==> config.mk <==
export PLATFORM = sky130hd
export DESIGN_NAME = pbit_sample_decoder
export DESIGN_NICKNAME = d
export VERILOG_FILES = /design/src/rtl/pbit_sample_decoder_pkg.sv /design/src/rtl/pbit_sample_decoder.sv
export SDC_FILE = /design/constraint.sdc
export NUM_CORES = 1
export LEC_CHECK = 0
export ABC_AREA = 0
export CORE_UTILIZATION = 41
export CTS_CLUSTER_SIZE = 30
export DETAILED_ROUTE_END_ITERATION = 10
export PLACE_DENSITY = 0.69
export SLEW_MARGIN = 20
export SYNTH_ARGS = -nofsm -noshare
export SYNTH_HDL_FRONTEND = slang
export SYNTH_SLANG_ARGS = --single-unit
==> constraint.sdc <==
create_clock -name clk -period 2.35 [get_ports clk]
set_input_delay 0.47 -clock clk [delete_from_list [all_inputs] [get_ports clk]]
set_output_delay 0.47 -clock clk [all_outputs]
set_load 0.01 [all_outputs]
==> src/rtl/pbit_sample_decoder_pkg.sv <==
`default_nettype none
// ============================================================================
//  Module   : pbit_sample_decoder_pkg
//  Purpose  : Shared p-bit definitions: field widths of the 6-bit p-bit input
//             word {A[3:0], BS[1:0]}, bias-shift encodings, decoder state
//             encodings and a small helper describing p-bit firing.
//  Revision : 1.0 - initial release
// ============================================================================
package pbit_sample_decoder_pkg;

    localparam int PBIT_IN_W  = 6;   // full p-bit input word {A, BS}
    localparam int PBIT_A_W   = 4;   // activation field
    localparam int PBIT_BS_W  = 2;   // bias-shift field
    localparam int PBIT_RNG_W = 5;   // p-bit internal random number width

    typedef logic [PBIT_A_W-1:0]   pbit_a_t;
    typedef logic [PBIT_RNG_W-1:0] pbit_rng_t;
    typedef logic [PBIT_IN_W-1:0]  pbit_code_t;

    typedef enum logic [PBIT_BS_W-1:0] {
        BS_NONE = 2'b00,
        BS_SHR1 = 2'b01,
        BS_SHL1 = 2'b10,
        BS_SHL2 = 2'b11
    } pbit_bs_e;

    localparam logic [1:0] ST_IDLE  = 2'd0;
    localparam logic [1:0] ST_ACCUM = 2'd1;
    localparam logic [1:0] ST_HOLD  = 2'd2;

    // A p-bit with activation a emits a 1 when a < rng (rng is 1..31), so
    // the fraction of zeros over many samples tracks a/31.
    function automatic logic pbit_fires(input pbit_a_t a, input pbit_rng_t rng);
        return {1'b0, a} < rng;
    endfunction

endpackage
`default_nettype wire

==> src/rtl/pbit_sample_decoder.sv <==
`default_nettype none
// ============================================================================
//  Module   : pbit_sample_decoder
//  Purpose  : Counts ones in a window of 2**WIN_LOG2 p-bit samples and
//             re-encodes the zero fraction as a 6-bit p-bit input word
//             {A[3:0], 2'b00}, with a valid/ready result handshake.
//  Ports    : clk          - clock, rising edge
//             reset_n      - asynchronous active-low reset
//             start        - begin a window (IDLE, or HOLD with ready)
//             abort        - drop current window, return to IDLE
//             pbit_in      - p-bit stream, sampled each ACCUM cycle
//             busy         - window accumulation in progress
//             sample_valid - result held for the consumer
//             sample_ready - consumer accepts the result
//             ones_count   - ones in the last completed window (0..N)
//             sample_code  - {A, BS} estimate, BS always 2'b00
//  Revision : 1.0 - initial release
// ============================================================================
module pbit_sample_decoder
    import pbit_sample_decoder_pkg::*;
#(
    parameter int WIN_LOG2 = 5,
    parameter int CNT_W    = WIN_LOG2 + 1
)(
    input  logic             clk,
    input  logic             reset_n,
    input  logic             start,
    input  logic             abort,
    input  logic             pbit_in,
    output logic             busy,
    output logic             sample_valid,
    input  logic             sample_ready,
    output logic [CNT_W-1:0] ones_count,
    output pbit_code_t       sample_code
);

    localparam logic [CNT_W-1:0] WIN_LEN = CNT_W'(2 ** WIN_LOG2);

    logic [1:0]          state;
    logic [CNT_W-1:0]    acc;
    logic [WIN_LOG2-1:0] idx;
    logic [CNT_W-1:0]    acc_next;
    logic [CNT_W-1:0]    zeros_next;

    // Normalise the zero count to a 32-sample window, then saturate to the
    // 4-bit activation range.
    function automatic pbit_code_t pbit_encode_zeros(input logic [CNT_W-1:0] zeros);
        logic [CNT_W-1:0] z5;
        pbit_a_t          a;
        z5 = zeros >> (WIN_LOG2 - 5);
        if (z5 > CNT_W'(15)) begin
            a = 4'hF;
        end else begin
            a = z5[PBIT_A_W-1:0];
        end
        return {a, BS_NONE};
    endfunction

    // The count including the current sample; acc never exceeds WIN_LEN,
    // which fits in CNT_W bits.
    always_comb begin
        acc_next   = acc + CNT_W'(pbit_in);
        zeros_next = WIN_LEN - acc_next;
    end

    always_ff @(posedge clk or negedge reset_n) begin
        if (!reset_n) begin
            state       <= ST_IDLE;
            acc         <= '0;
            idx         <= '0;
            ones_count  <= '0;
            sample_code <= '0;
        end else if (abort) begin
            // Results stay as they were; the window in flight is discarded.
            state <= ST_IDLE;
        end else begin
            case (state)
                ST_IDLE: begin
                    if (start) begin
                        state <= ST_ACCUM;
                        acc   <= '0;
                        idx   <= '0;
                    end
                end
                ST_ACCUM: begin
                    acc <= acc_next;
                    idx <= idx + WIN_LOG2'(1);
                    // idx all-ones marks the final sample of the window.
                    if (&idx) begin
                        ones_count  <= acc_next;
                        sample_code <= pbit_encode_zeros(zeros_next);
                        state       <= ST_HOLD;
                    end
                end
                ST_HOLD: begin
                    if (sample_ready) begin
                        if (start) begin
                            // Back-to-back window with no idle bubble.
                            state <= ST_ACCUM;
                            acc   <= '0;
                            idx   <= '0;
                        end else begin
                            state <= ST_IDLE;
                        end
                    end
                end
                default: state <= ST_IDLE;
            endcase
        end
    end

    assign busy         = (state == ST_ACCUM);
    assign sample_valid = (state == ST_HOLD);

endmodule
`default_nettype wire
=== After elaboration in Yosys (flattened, before gate mapping) ===
Index checks and enable logic that the tools add are counted.

* $add $sub $neg: 3
* Equality and inequality tests: 6
* Reductions and logical operators: 6
* Magnitude comparators: 1
* Multiplexer cells: 13
* Bitwise gates (word level): 1

{| class="wikitable"
|+ Operators with widths
! kind !! number
|-
| 6-bit case mux with 3 select lines || 1
|-
| 5-bit case mux with 3 select lines || 1
|-
| 6-bit two-way mux || 2
|-
| 5-bit two-way mux || 2
|-
| 2-bit two-way mux || 4
|-
| 7-bit AND reduction || 1
|-
| 6-bit by 1-bit adder with 6-bit output || 1
|-
| 6-bit by 4-bit > comparator with 1-bit output, second input constant || 1
|-
| 3-bit by 2-bit != test with 1-bit output, second input constant || 2
|-
| 2-bit case mux with 3 select lines || 1
|-
| 3-bit AND reduction || 2
|-
| 6-bit subtractor, first input constant || 1
|-
| 5-bit by 1-bit adder with 5-bit output, second input constant || 1
|-
| 5-bit AND reduction || 1
|-
| 4-bit two-way mux || 1
|-
| 3-bit != test, second input constant || 1
|-
| 3-bit nonzero test || 1
|-
| 2-bit by 1-bit equality test with 1-bit output, second input constant || 1
|-
| 2-bit equality test, second input constant || 1
|-
| 2-bit logical NOT || 1
|-
| 2-bit by 1-bit != test with 1-bit output, second input constant || 1
|-
| 1-bit two-way mux || 1
|-
| 1-bit NOT || 1
|}

* Logic and storage cells: 35
* Input port bits: 6
* Bits in registers: 23

=== Depth between registers and ports, before layout ===
Gate-level depths: netlist of the first run.

* Depth after elaboration: 4
* Gate-level depth with buffers: 10

=== Least setup slack after synthesis of the first run ===
OpenSTA, ideal clock, no wires.

* Kind: in2reg
* From: input pbit_in
* To: register sample_code[2]
* Buffers on the path: 0
* Arrival: 2000 ps
* Path slack: 229 ps
* Cell stages on the path: 9
* Required time: 2229 ps
* Cell sequence: ha_1 -> ha_1 -> inv_1 -> ha_1 -> nand3_1 -> nor2_1 -> a31oi_1 -> o31a_1 -> o22a_1

* Word-level cells in the longest chain between the ends: 4

{| class="wikitable"
|+ Ends and longest elaborated chain
! item !! line !! RTL
|-
| from (decl) || pbit_sample_decoder.sv:29 || <nowiki>input logic pbit_in,</nowiki>
|-
| 6-bit by 1-bit adder with 6-bit output || pbit_sample_decoder.sv:62 || <nowiki>acc_next = acc + CNT_W'(pbit_in);</nowiki>
|-
| via acc_next[1] || pbit_sample_decoder.sv:42 || <nowiki>logic [CNT_W-1:0] acc_next;</nowiki>
|-
| 6-bit subtractor || pbit_sample_decoder.sv:63 || <nowiki>zeros_next = WIN_LEN - acc_next;</nowiki>
|-
| 6-bit by 4-bit > comparator with 1-bit output || pbit_sample_decoder.sv:51 || <nowiki>if (z5 > CNT_W'(15)) begin</nowiki>
|-
| 4-bit two-way mux || pbit_sample_decoder.sv:51 ||
|-
| to (signal assigned) || pbit_sample_decoder.sv:91 || <nowiki>sample_code <= pbit_encode_zeros(zeros_next);</nowiki>
|-
| to (decl) || pbit_sample_decoder.sv:34 || <nowiki>output pbit_code_t sample_code</nowiki>
|}

The timed path passes the listed nets, and every way through them passes these cells.
A chain may end at the register's enable or synchronous reset.

=== Worst setup path in the final report of the first run ===
* From: input pbit_in
* To: register sample_code[3]

* Word-level cells in the longest chain between the ends: 4

{| class="wikitable"
|+ Ends and longest elaborated chain
! item !! line
|-
| 6-bit by 1-bit adder with 6-bit output * || pbit_sample_decoder.sv:62
|-
| via acc_next[1] || pbit_sample_decoder.sv:42
|-
| 6-bit subtractor * || pbit_sample_decoder.sv:63
|-
| 6-bit by 4-bit > comparator with 1-bit output || pbit_sample_decoder.sv:51
|-
| 4-bit two-way mux * || pbit_sample_decoder.sv:51
|}

Mark *: on every way through the listed nets, which the timed path passes. The rest lies on a longest branch.

==> flow_metrics.py, run 1 <==
metrics = {
    "run_status": {
        "outcome": "complete, but fails checks",
        "violations": "design-rule violations",
    },
    "placed_design": {
        "place.gp.congestion": 0.884,
        "place_ws_ps": -267,
        "portBuffers": 17,
        "post-dp-hpwl_mm": 1.97,
    },
    "timing": {
        "drv_slew": 0,
        "setup_viol": 0,
        "rsz0062_at_grt": "false",
        "skew_ps": 9.98,
        "fin_crit_ps": 2260,
        "fin_crit_sh": 0.963,
        "holdWs_ps": 475,
        "hold_viol": 0,
        "layout_setup_ws_ps": 88.0,
        "setup_tns_ps": 0,
        "fmax_ghz": 0.442,
    },
    "floorplanning": {
        "fp.dieH_um": 56.7,
        "io_pins": 20,
        "dieArea_um2": 3210,
        "fp-row-count": 19,
        "fp.coreArea_um2": 2810,
        "die_x_um": 56.7,
        "start_util": 0.437,
    },
    "pwr": {
        "combPwrFrac": 0.266,
        "switching_share": 0.300,
        "power_leakage_nw": 0.734,
        "ir_drop_uv": 304,
        "cellPowerDensity_nw_per_um2": 535,
        "power_w": 0.000850,
        "pwr-share-seq": 0.514,
        "pwr-share-clk": 0.219,
        "power.switching_w": 0.000255,
        "p_int_w": 0.000596,
    },
    "synth": {
        "synth.distinct_cells": 34,
        "syn_area_um2": 1220,
        "ys_seq_elements": 23,
        "yosys_warnings": 0,
        "syn_area_per_cell_um2": 9.50,
        "ys_seq_area_frac": 0.470,
        "postSynthCellCount": 129,
    },
    "worst_setup_path": {
        "cp-start-kind": "primary input",
        "crit_arrival_ps": 2480,
        "ff2ff_setup_slack_ps": 280,
        "reg2regPathDepth": 9,
        "worstReg2RegEnd": "sample_code[3]$_DFFE_PN0P_",
        "cp_data_required_time_ps": 2570,
        "cp-end-kind": "flip-flop",
        "reg2reg_from": "acc[0]$_DFFE_PN0P_",
        "crit_type": "primary input to flip-flop",
        "critPathMaxFanout": 4,
        "crit_end": "sample_code[3]$_DFFE_PN0P_",
        "crit_start": "pbit_in",
    },
    "clock_tree": {
        "cts_hold_buf": 0,
        "cts_resized": 0,
        "cts.sinks": 23,
        "post_cts_buffers": 0,
        "cts-buffers-inserted": 3,
        "htreeDepth": 1,
        "cts_tree": "built",
        "cts_max_path_buffers": 2,
        "cts_root_buffer": "clkbuf_4",
        "insertion_delay_ps": 320,
        "clk_pin_slew_ps": 130,
    },
    "routing": {
        "drtPass1Iterations": 7,
        "wl_per_cell_um": 12.7,
        "ant_nets": 0,
        "vias": 1030,
        "drt-total-wl_mm": 2.50,
        "drt_iter0_drc": 23,
        "viasPerCell": 5.23,
        "route.detailed.drc": 4,
    },
    "grt": {
        "track_usage": 0.187,
        "antenna_found_initial": 0,
        "grt_pass1_wl_mm": 4.60,
        "grt_pass1_vias": 1053,
        "overflow": 0,
        "grt_max_degree": 24,
    },
    "finish": {
        "antenna_cells": 0,
        "nNetsFinal": 178,
        "drive_gt1_frac": 0.187,
        "postLayoutCoreUtil": 0.566,
        "nFillCells": 267,
        "area_growth_pct": 29.6,
    },
    "flow_run": {
        "maxCapViolCount": 0,
    },
    "hold_path": {
        "hold_path_class": "primary input to asynchronous set/reset pin",
    },
}
==> synthesized netlist by cell type <==
| cell | count | area, um2 |
|---|---|---|
| conb_1 | 1 | 3.75 |
| a22oi_1 | 1 | 7.51 |
| nand4_1 | 1 | 6.26 |
| nor2b_1 | 1 | 6.26 |
| o31ai_1 | 1 | 7.51 |
| or2_2 | 1 | 6.26 |
| a31oi_1 | 2 | 12.5 |
| buf_2 | 1 | 5.00 |
| nor3b_4 | 1 | 18.8 |
| ha_1 | 5 | 62.6 |
| nand3_2 | 2 | 20.0 |
| and3_4 | 1 | 11.3 |
| inv_1 | 6 | 22.5 |
| clkbuf_1 | 2 | 7.51 |
| nand2_1 | 20 | 75.1 |
| o31a_1 | 1 | 8.76 |
| nor3_1 | 1 | 5.00 |
| o22a_1 | 4 | 35.0 |
| o21ai_0 | 13 | 65.1 |
| buf_4 | 3 | 22.5 |
| xnor2_1 | 5 | 43.8 |
| nor4_1 | 1 | 6.26 |
| a2111oi_2 | 1 | 15.0 |
| o22ai_1 | 3 | 18.8 |
| dfrtp_1 | 23 | 576 |
| and2_1 | 2 | 12.5 |
| or3_1 | 1 | 6.26 |
| and3_1 | 2 | 12.5 |
| a211oi_1 | 1 | 7.51 |
| nor2_1 | 11 | 41.3 |
| a21oi_1 | 1 | 5.00 |
| o21a_1 | 1 | 7.51 |
| xor2_1 | 5 | 43.8 |
| nand3_1 | 4 | 20.0 |
==> power by group through the flow <==
stage	clock network (W)	logic (W)	registers [W]
after floorplan	0	0.000125	0.000440
after global placement	0	0.000216	0.000445
after detailed placement	0	0.000226	0.000445
after CTS	0.000194	0.000227	0.000437
after global routing	0.000212	0.000254	0.000442
final	0.000187	0.000227	0.000437
==> critical path, cell delays in order <==
cell and delay [ps]:
clkdlybuf4s50_1 410, ha_1 220, ha_1 290, inv_1 80
ha_1 210, nand3_1 90, nor2_1 100, a31oi_1 60
o31a_1 360, o22a_1 200
==> cell families (layout without fill, tap and decap cells) <==
family | Yosys count | after routing | share of synthesized area
AND/OR/NAND/NOR | 49 | 49 | 0.202
buffers and inverters | 12 | 48 | 0.0470
XOR/XNOR | 10 | 10 | 0.0715
flip-flops | 23 | 23 | 0.470
adder cells (fa/ha/maj) | 5 | 5 | 0.0511
AO/OA/AOI/OAI | 29 | 29 | 0.155
other | 1 | 2 | 0.00306
==> metrics by stage <==
step	cells	area [um2]
after global placement	193	1560
after CTS	197	1590
after floorplan	130	1230
final	197	1590
after detailed placement	193	1560
after global routing	197	1590
==> state kept, by name, indices dropped and copies added, names as in the netlist <==
name         flops
acc              6
ones_count       6
idx              5
sample_code      4
state            2
==> placed cells by master, fill, tap and decap left out <==
cell | synthesis | routed
and3_1 | 2 | 2
a211oi_1 | 1 | 1
a2111oi_2 | 1 | 1
nand3_1 | 4 | 4
conb_1 | 1 | 2
nor2_1 | 11 | 11
or2_2 | 1 | 1
o21ai_0 | 13 | 13
nor2b_1 | 1 | 1
o22ai_1 | 3 | 3
clkbuf_4 | 0 | 3
a31oi_1 | 2 | 2
ha_1 | 5 | 5
a21oi_1 | 1 | 1
o22a_1 | 4 | 4
clkdlybuf4s50_1 | 0 | 17
nand2_1 | 20 | 20
xor2_1 | 5 | 5
clkinv_2 | 0 | 1
nand3_2 | 2 | 2
o31a_1 | 1 | 1
a22oi_1 | 1 | 1
and2_1 | 2 | 2
or3_1 | 1 | 1
nor3_1 | 1 | 1
nor4_1 | 1 | 1
buf_4 | 3 | 21
nor3b_4 | 1 | 1
inv_1 | 6 | 6
xnor2_1 | 5 | 5
dfrtp_1 | 23 | 23
o31ai_1 | 1 | 1
and3_4 | 1 | 1
nand4_1 | 1 | 1
o21a_1 | 1 | 1
==> final cells by class <==
type / count / area (um2) / area share
Clock buffer: 3 / 22.5 / 0.0142
Clock inverter: 1 / 5.00 / 0.00315
Inverter: 6 / 22.5 / 0.0142
Multi-Input combinational cell: 95 / 596 / 0.375
Sequential cell: 23 / 576 / 0.362
Tap cell: 31 / 38.8 / 0.0244
Timing Repair Buffer: 38 / 328 / 0.206
==> per-layer routing <==
layer  GRT usage  share of wire  up-vias
met4      0.0964          0.022        0
met2       0.313           0.48       22
li1            -              -      518
met1       0.236           0.46      483
met3      0.0230          0.036        7
met5           0              0        -
==> worst min path at each step <==
| stage | start | to | slack (ps) | depth (start not counted) |
|---|---|---|---|---|
| 2_1_floorplan | reset_n | acc[0]$_DFFE_PN0P_ | 170 | 0 |
| 3_3_place_gp | ones_count[1]$_DFFE_PN0P_ | ones_count[1]$_DFFE_PN0P_ | 460 | 2 |
| 3_5_place_dp | ones_count[2]$_DFFE_PN0P_ | ones_count[2]$_DFFE_PN0P_ | 460 | 2 |
| 4_1_cts | reset_n | state[0]$_DFFE_PN0P_ | 480 | 2 |
| 5_1_grt | reset_n | ones_count[3]$_DFFE_PN0P_ | 490 | 2 |
| 6_report | reset_n | ones_count[3]$_DFFE_PN0P_ | 480 | 2 |
No activity file was read; power rests on OpenSTA's default activity.
==> inputs of run 2 (changes only) <==
Settings changed: CORE_MARGIN set to 2.
==> flow_metrics.py, run 2 (same netlist as run 1, synthesis figures left out) <==
metrics = {
    "run_status": {
        "outcome": "completed",
    },
    "finish": {
        "antenna_cells": 0,
        "seq_area_um2": 576,
        "area_growth_pct": 28.0,
        "layout_common_cells": "dfrtp_1 (23), nand2_1 (20), buf_4 (18)",
        "top_regs": "acc x6, ones_count x6, idx x5",
        "nNetsFinal": 175,
        "postLayoutCoreUtil": 0.559,
        "final_common_cell": "dfrtp_1",
        "nFillCells": 263,
        "multi_input_area_um2": 598,
        "drive_gt1_frac": 0.178,
    },
    "routing": {
        "viasPerCell": 5.23,
        "drtPass1Iterations": 4,
        "ant_nets": 0,
        "vias": 1014,
        "drt_iter0_drc": 7,
        "route.detailed.drc": 0,
        "wl_per_cell_um": 13.4,
        "drt-total-wl_mm": 2.59,
    },
    "placed_design": {
        "post-dp-hpwl_mm": 2.00,
        "portBuffers": 17,
        "place.gp.congestion": 0.776,
    },
    "timing": {
        "hold_viol": 0,
        "holdWs_ps": 479,
        "drv_slew": 0,
        "fmax_ghz": 0.443,
        "fin_crit_sh": 0.960,
        "fin_crit_ps": 2260,
        "setup_viol": 0,
        "skew_ps": 11.3,
        "setup_tns_ps": 0,
    },
    "grt": {
        "grt_max_degree": 24,
        "grt_pass1_wl_mm": 4.34,
        "antenna_found_initial": 0,
        "overflow": 0,
        "grt_pass1_vias": 985,
        "track_usage": 0.168,
    },
    "clock_tree": {
        "clk_pin_slew_ps": 140,
        "cts_max_path_buffers": 2,
        "post_cts_buffers": 0,
        "cts-buffers-inserted": 3,
        "cts_root_buffer": "clkbuf_4",
        "htreeDepth": 1,
        "insertion_delay_ps": 330,
        "cts_tree": "built",
        "cts.sinks": 23,
    },
    "floorplanning": {
        "fp.coreArea_um2": 2810,
        "io_pins": 20,
        "fp.dieH_um": 58.7,
        "dieArea_um2": 3440,
        "fp-row-count": 19,
        "die_x_um": 58.7,
        "start_util": 0.437,
    },
    "worst_setup_path": {
        "crit_arrival_ps": 2490,
        "cp-end-kind": "flip-flop",
        "crit_start": "pbit_in",
        "path_buf_inv": 1,
        "cp_data_required_time_ps": 2580,
        "cp-start-kind": "primary input",
        "reg2reg_from": "acc[0]$_DFFE_PN0P_",
        "cpMaxStageDelayCell": "clkdlybuf4s50_1",
        "cp_top_family": "compound AO/OA/AOI/OAI gates",
        "crit_type": "primary input to flip-flop",
        "cp_cell_sequence": "clkdlybuf4s50_1 -> ha_2 -> ha_1 -> nand3_1 -> xor2_1 -> nand2_1 -> o31a_1 -> o22a_1",
        "max_stage_delay_ps": 460,
        "critPathMaxFanout": 7,
    },
    "flow_run": {
        "maxCapViolCount": 0,
    },
    "pwr": {
        "cellPowerDensity_nw_per_um2": 544,
        "power_leakage_nw": 0.717,
        "ir_drop_uv": 291,
    },
    "hold_path": {
        "hold_path_class": "primary input to asynchronous set/reset pin",
    },
}
run 2: cell types whose count changed in the layout (fill, tap and decap cells not counted):
cell / previous run / this run
buf_4: 21 / 18
ha_2: 0 / 1
ha_1: 5 / 4
run 2: cell type report:
cell class	count	share of cell area
Timing Repair Buffer	35	0.195
Clock buffer	3	0.0144
Inverter	6	0.0144
Tap cell	31	0.0247
Sequential cell	23	0.367
Clock inverter	1	0.00319
Multi-Input combinational cell	95	0.381
run 2: final timing paths:
path	end	slack, ps	cells after the start
worst max-delay path	sample_code[5]$_DFFE_PN0P_	90	8
worst min-delay path	sample_code[2]$_DFFE_PN0P_	480	2
worst max register to register	sample_code[5]$_DFFE_PN0P_	320	7
worst min register to register	ones_count[2]$_DFFE_PN0P_	500	2
max in group asynchronous	idx[4]$_DFFE_PN0P_	1630	2
min in group clk	ones_count[2]$_DFFE_PN0P_	500	2
run 2: layer usage:
| metal | global-route usage | wire length, um | part of all wire | vias to the layer above |
|---|---|---|---|---|
| met3 | 0.0264 | 77 | 0.030 | 4 |
| li1 | - | - | - | 510 |
| met5 | 0 | 0 | 0 | - |
| met1 | 0.222 | 1220 | 0.47 | 484 |
| met4 | 0.0584 | 35 | 0.014 | 0 |
| met2 | 0.281 | 1260 | 0.49 | 16 |
run 2: stage by stage:
step           power, W  instances  area (um2)  worst slack (ps)
6_report       0.000853        194        1570              93.5
5_1_grt        0.000916        194        1570          -0.00178
4_1_cts        0.000860        194        1570              97.2
3_5_place_dp   0.000668        190        1540              -265
3_3_place_gp   0.000657        190        1540              -167
2_1_floorplan  0.000565        130        1230               229
run 2: timing repair:
| action | in CTS | in global routing |
|---|---|---|
| resized for setup | 0 | 1 |
| hold buffers | 0 | 0 |
| setup endpoints to repair | 0 | 4 |
run 2: report_power, final:
group	total, W	internal (W)	switching (W)
combinational	0.000221	0.000112	0.000109
sequential	0.000439	0.000417	0.0000219
clock	0.000193	0.0000639	0.000129
total	0.000853	0.000593	0.000260
run 2: worst register-to-register path: stages, from the launching register on:
cell     delay [ps]
dfrtp_1         410
ha_2            190
ha_1            260
nand3_1         160
xor2_1          250
nand2_1         110
o31a_1          350
o22a_1          200
==> inputs of run 3 (changes only) <==
Settings changed: CORE_UTILIZATION 41 to 42, PLACE_DENSITY 0.69 to 0.7, SLEW_MARGIN 20 to 15.
==> flow_metrics.py, run 3 (same netlist as run 1, synthesis figures left out) <==
metrics = {
    "run_status": {
        "outcome": "completed",
    },
    "worst_setup_path": {
        "worstReg2RegEnd": "sample_code[3]$_DFFE_PN0P_",
        "crit_start": "pbit_in",
        "crit_type": "primary input to flip-flop",
        "crit_arrival_ps": 2480,
        "reg2regPathDepth": 9,
        "critPathMaxFanout": 4,
        "cp_data_required_time_ps": 2560,
        "reg2reg_from": "acc[0]$_DFFE_PN0P_",
        "ff2ff_setup_slack_ps": 250,
        "cp-end-kind": "flip-flop",
        "cp-start-kind": "primary input",
    },
    "routing": {
        "wl_per_cell_um": 12.9,
        "drt-total-wl_mm": 2.51,
        "drtPass1Iterations": 4,
        "viasPerCell": 5.10,
        "wl_met1_mm": 1.23,
        "ant_nets": 0,
        "highest_layer": "met4",
        "route.detailed.drc": 0,
        "dr_wl_met3_um": 77,
        "wl_met2_mm": 1.18,
        "drt_iter0_drc": 38,
        "vias": 995,
    },
    "timing": {
        "holdWs_ps": 492,
        "setup_tns_ps": 0,
        "skew_ps": 2.77,
        "drv_slew": 0,
        "setup_viol": 0,
        "fin_crit_ps": 2260,
        "hold_viol": 0,
        "fin_crit_sh": 0.963,
        "rsz0062_at_grt": "false",
        "layout_setup_ws_ps": 86.6,
        "fmax_ghz": 0.442,
    },
    "finish": {
        "nNetsFinal": 176,
        "top_regs": "acc x6, ones_count x6, idx x5",
        "antenna_cells": 0,
        "final_common_cell": "dfrtp_1",
        "nFillCells": 252,
        "layout_common_cells": "dfrtp_1 (23), nand2_1 (20), buf_4 (19)",
        "area_growth_pct": 29.2,
        "drive_gt1_frac": 0.189,
    },
    "pwr": {
        "power_leakage_nw": 0.723,
        "ir_drop_uv": 559,
        "power_w": 0.000841,
        "cellPowerDensity_nw_per_um2": 532,
    },
    "clock_tree": {
        "clk_pin_slew_ps": 120,
        "post_cts_buffers": 0,
        "cts_tree": "built",
        "htreeDepth": 1,
        "insertion_delay_ps": 310,
        "cts_root_buffer": "clkbuf_4",
        "cts-buffers-inserted": 3,
        "cts_max_path_buffers": 2,
        "cts.sinks": 23,
    },
    "floorplanning": {
        "die_x_um": 58.0,
        "fp.dieH_um": 58.0,
        "fp.coreArea_um2": 2760,
        "fp-row-count": 19,
        "dieArea_um2": 3360,
        "io_pins": 20,
        "start_util": 0.444,
    },
    "hold_path": {
        "hold_path_class": "flip-flop to flip-flop",
        "min_from": "ones_count[3]$_DFFE_PN0P_",
        "min_to": "ones_count[3]$_DFFE_PN0P_",
        "hold_depth": 2,
    },
    "grt": {
        "grt_max_degree": 24,
        "grt_pass1_vias": 922,
        "overflow": 0,
        "track_usage": 0.157,
        "grt_pass1_wl_mm": 4.05,
        "antenna_found_initial": 0,
    },
    "placed_design": {
        "post-dp-hpwl_mm": 1.94,
        "place_ws_ps": -266,
        "place.gp.congestion": 0.997,
        "portBuffers": 17,
    },
    "flow_run": {
        "maxCapViolCount": 0,
    },
}
-- run 3: cell types whose count changed in the layout (fill, tap and decap cells not counted), sizes merged --
cell / before / now
buf: 18 / 19
-- run 3: power by group --
part	internal (W)	switching, W
clock	0.0000636	0.000118
combinational	0.000112	0.000109
sequential	0.000417	0.0000221
total	0.000592	0.000249
-- run 3: worst max path at each step --
stage,to,depth (start not counted)
6_report,sample_code[3]$_DFFE_PN0P_,10
5_1_grt,sample_code[4]$_DFFE_PN0P_,11
4_1_cts,sample_code[3]$_DFFE_PN0P_,10
3_5_place_dp,sample_code[3]$_DFFE_PN0P_,10
3_3_place_gp,sample_code[5]$_DFFE_PN0P_,9
2_1_floorplan,sample_code[2]$_DFFE_PN0P_,9
-- run 3: metal layers --
layer	vias up	GRT usage
met2	13	0.250
met3	2	0.0402
li1	512	-
met1	468	0.211
met4	0	0.0465
met5	-	0
-- run 3: through the flow --
step / cells / cell area, um2 / util
6_report: 195 / 1580 / 0.574
5_1_grt: 195 / 1580 / 0.574
4_1_cts: 195 / 1570 / 0.570
3_5_place_dp: 191 / 1550 / 0.560
3_3_place_gp: 191 / 1550 / 0.560
2_1_floorplan: 130 / 1230 / -
-- run 3: final cells by class --
class                   instances  area, um2  share of cell area
clock buffers                   3       22.5              0.0142
clock inverters                 1       5.00             0.00316
inverters                       6       22.5              0.0142
multi-input cells              95        606               0.383
flip-flops and latches         23        576               0.364
well taps                      31       38.8              0.0245
repair buffers                 36        313               0.198
-- run 3: critical path, cell delays in order --
cell and delay (ps):
clkdlybuf4s50_1 420, ha_2 200, ha_1 280, inv_1 80, ha_1 190, nand3_1 80, nor2_1 120, a31oi_1 80
o31a_1 360, o22a_1 190
-- run 3: what timing repair did --
action	4_1_cts	5_1_grt
gates resized for setup	0	2
setup endpoints to repair	0	3
hold buffers	0	0
endpoints found under the hold margin	0	0
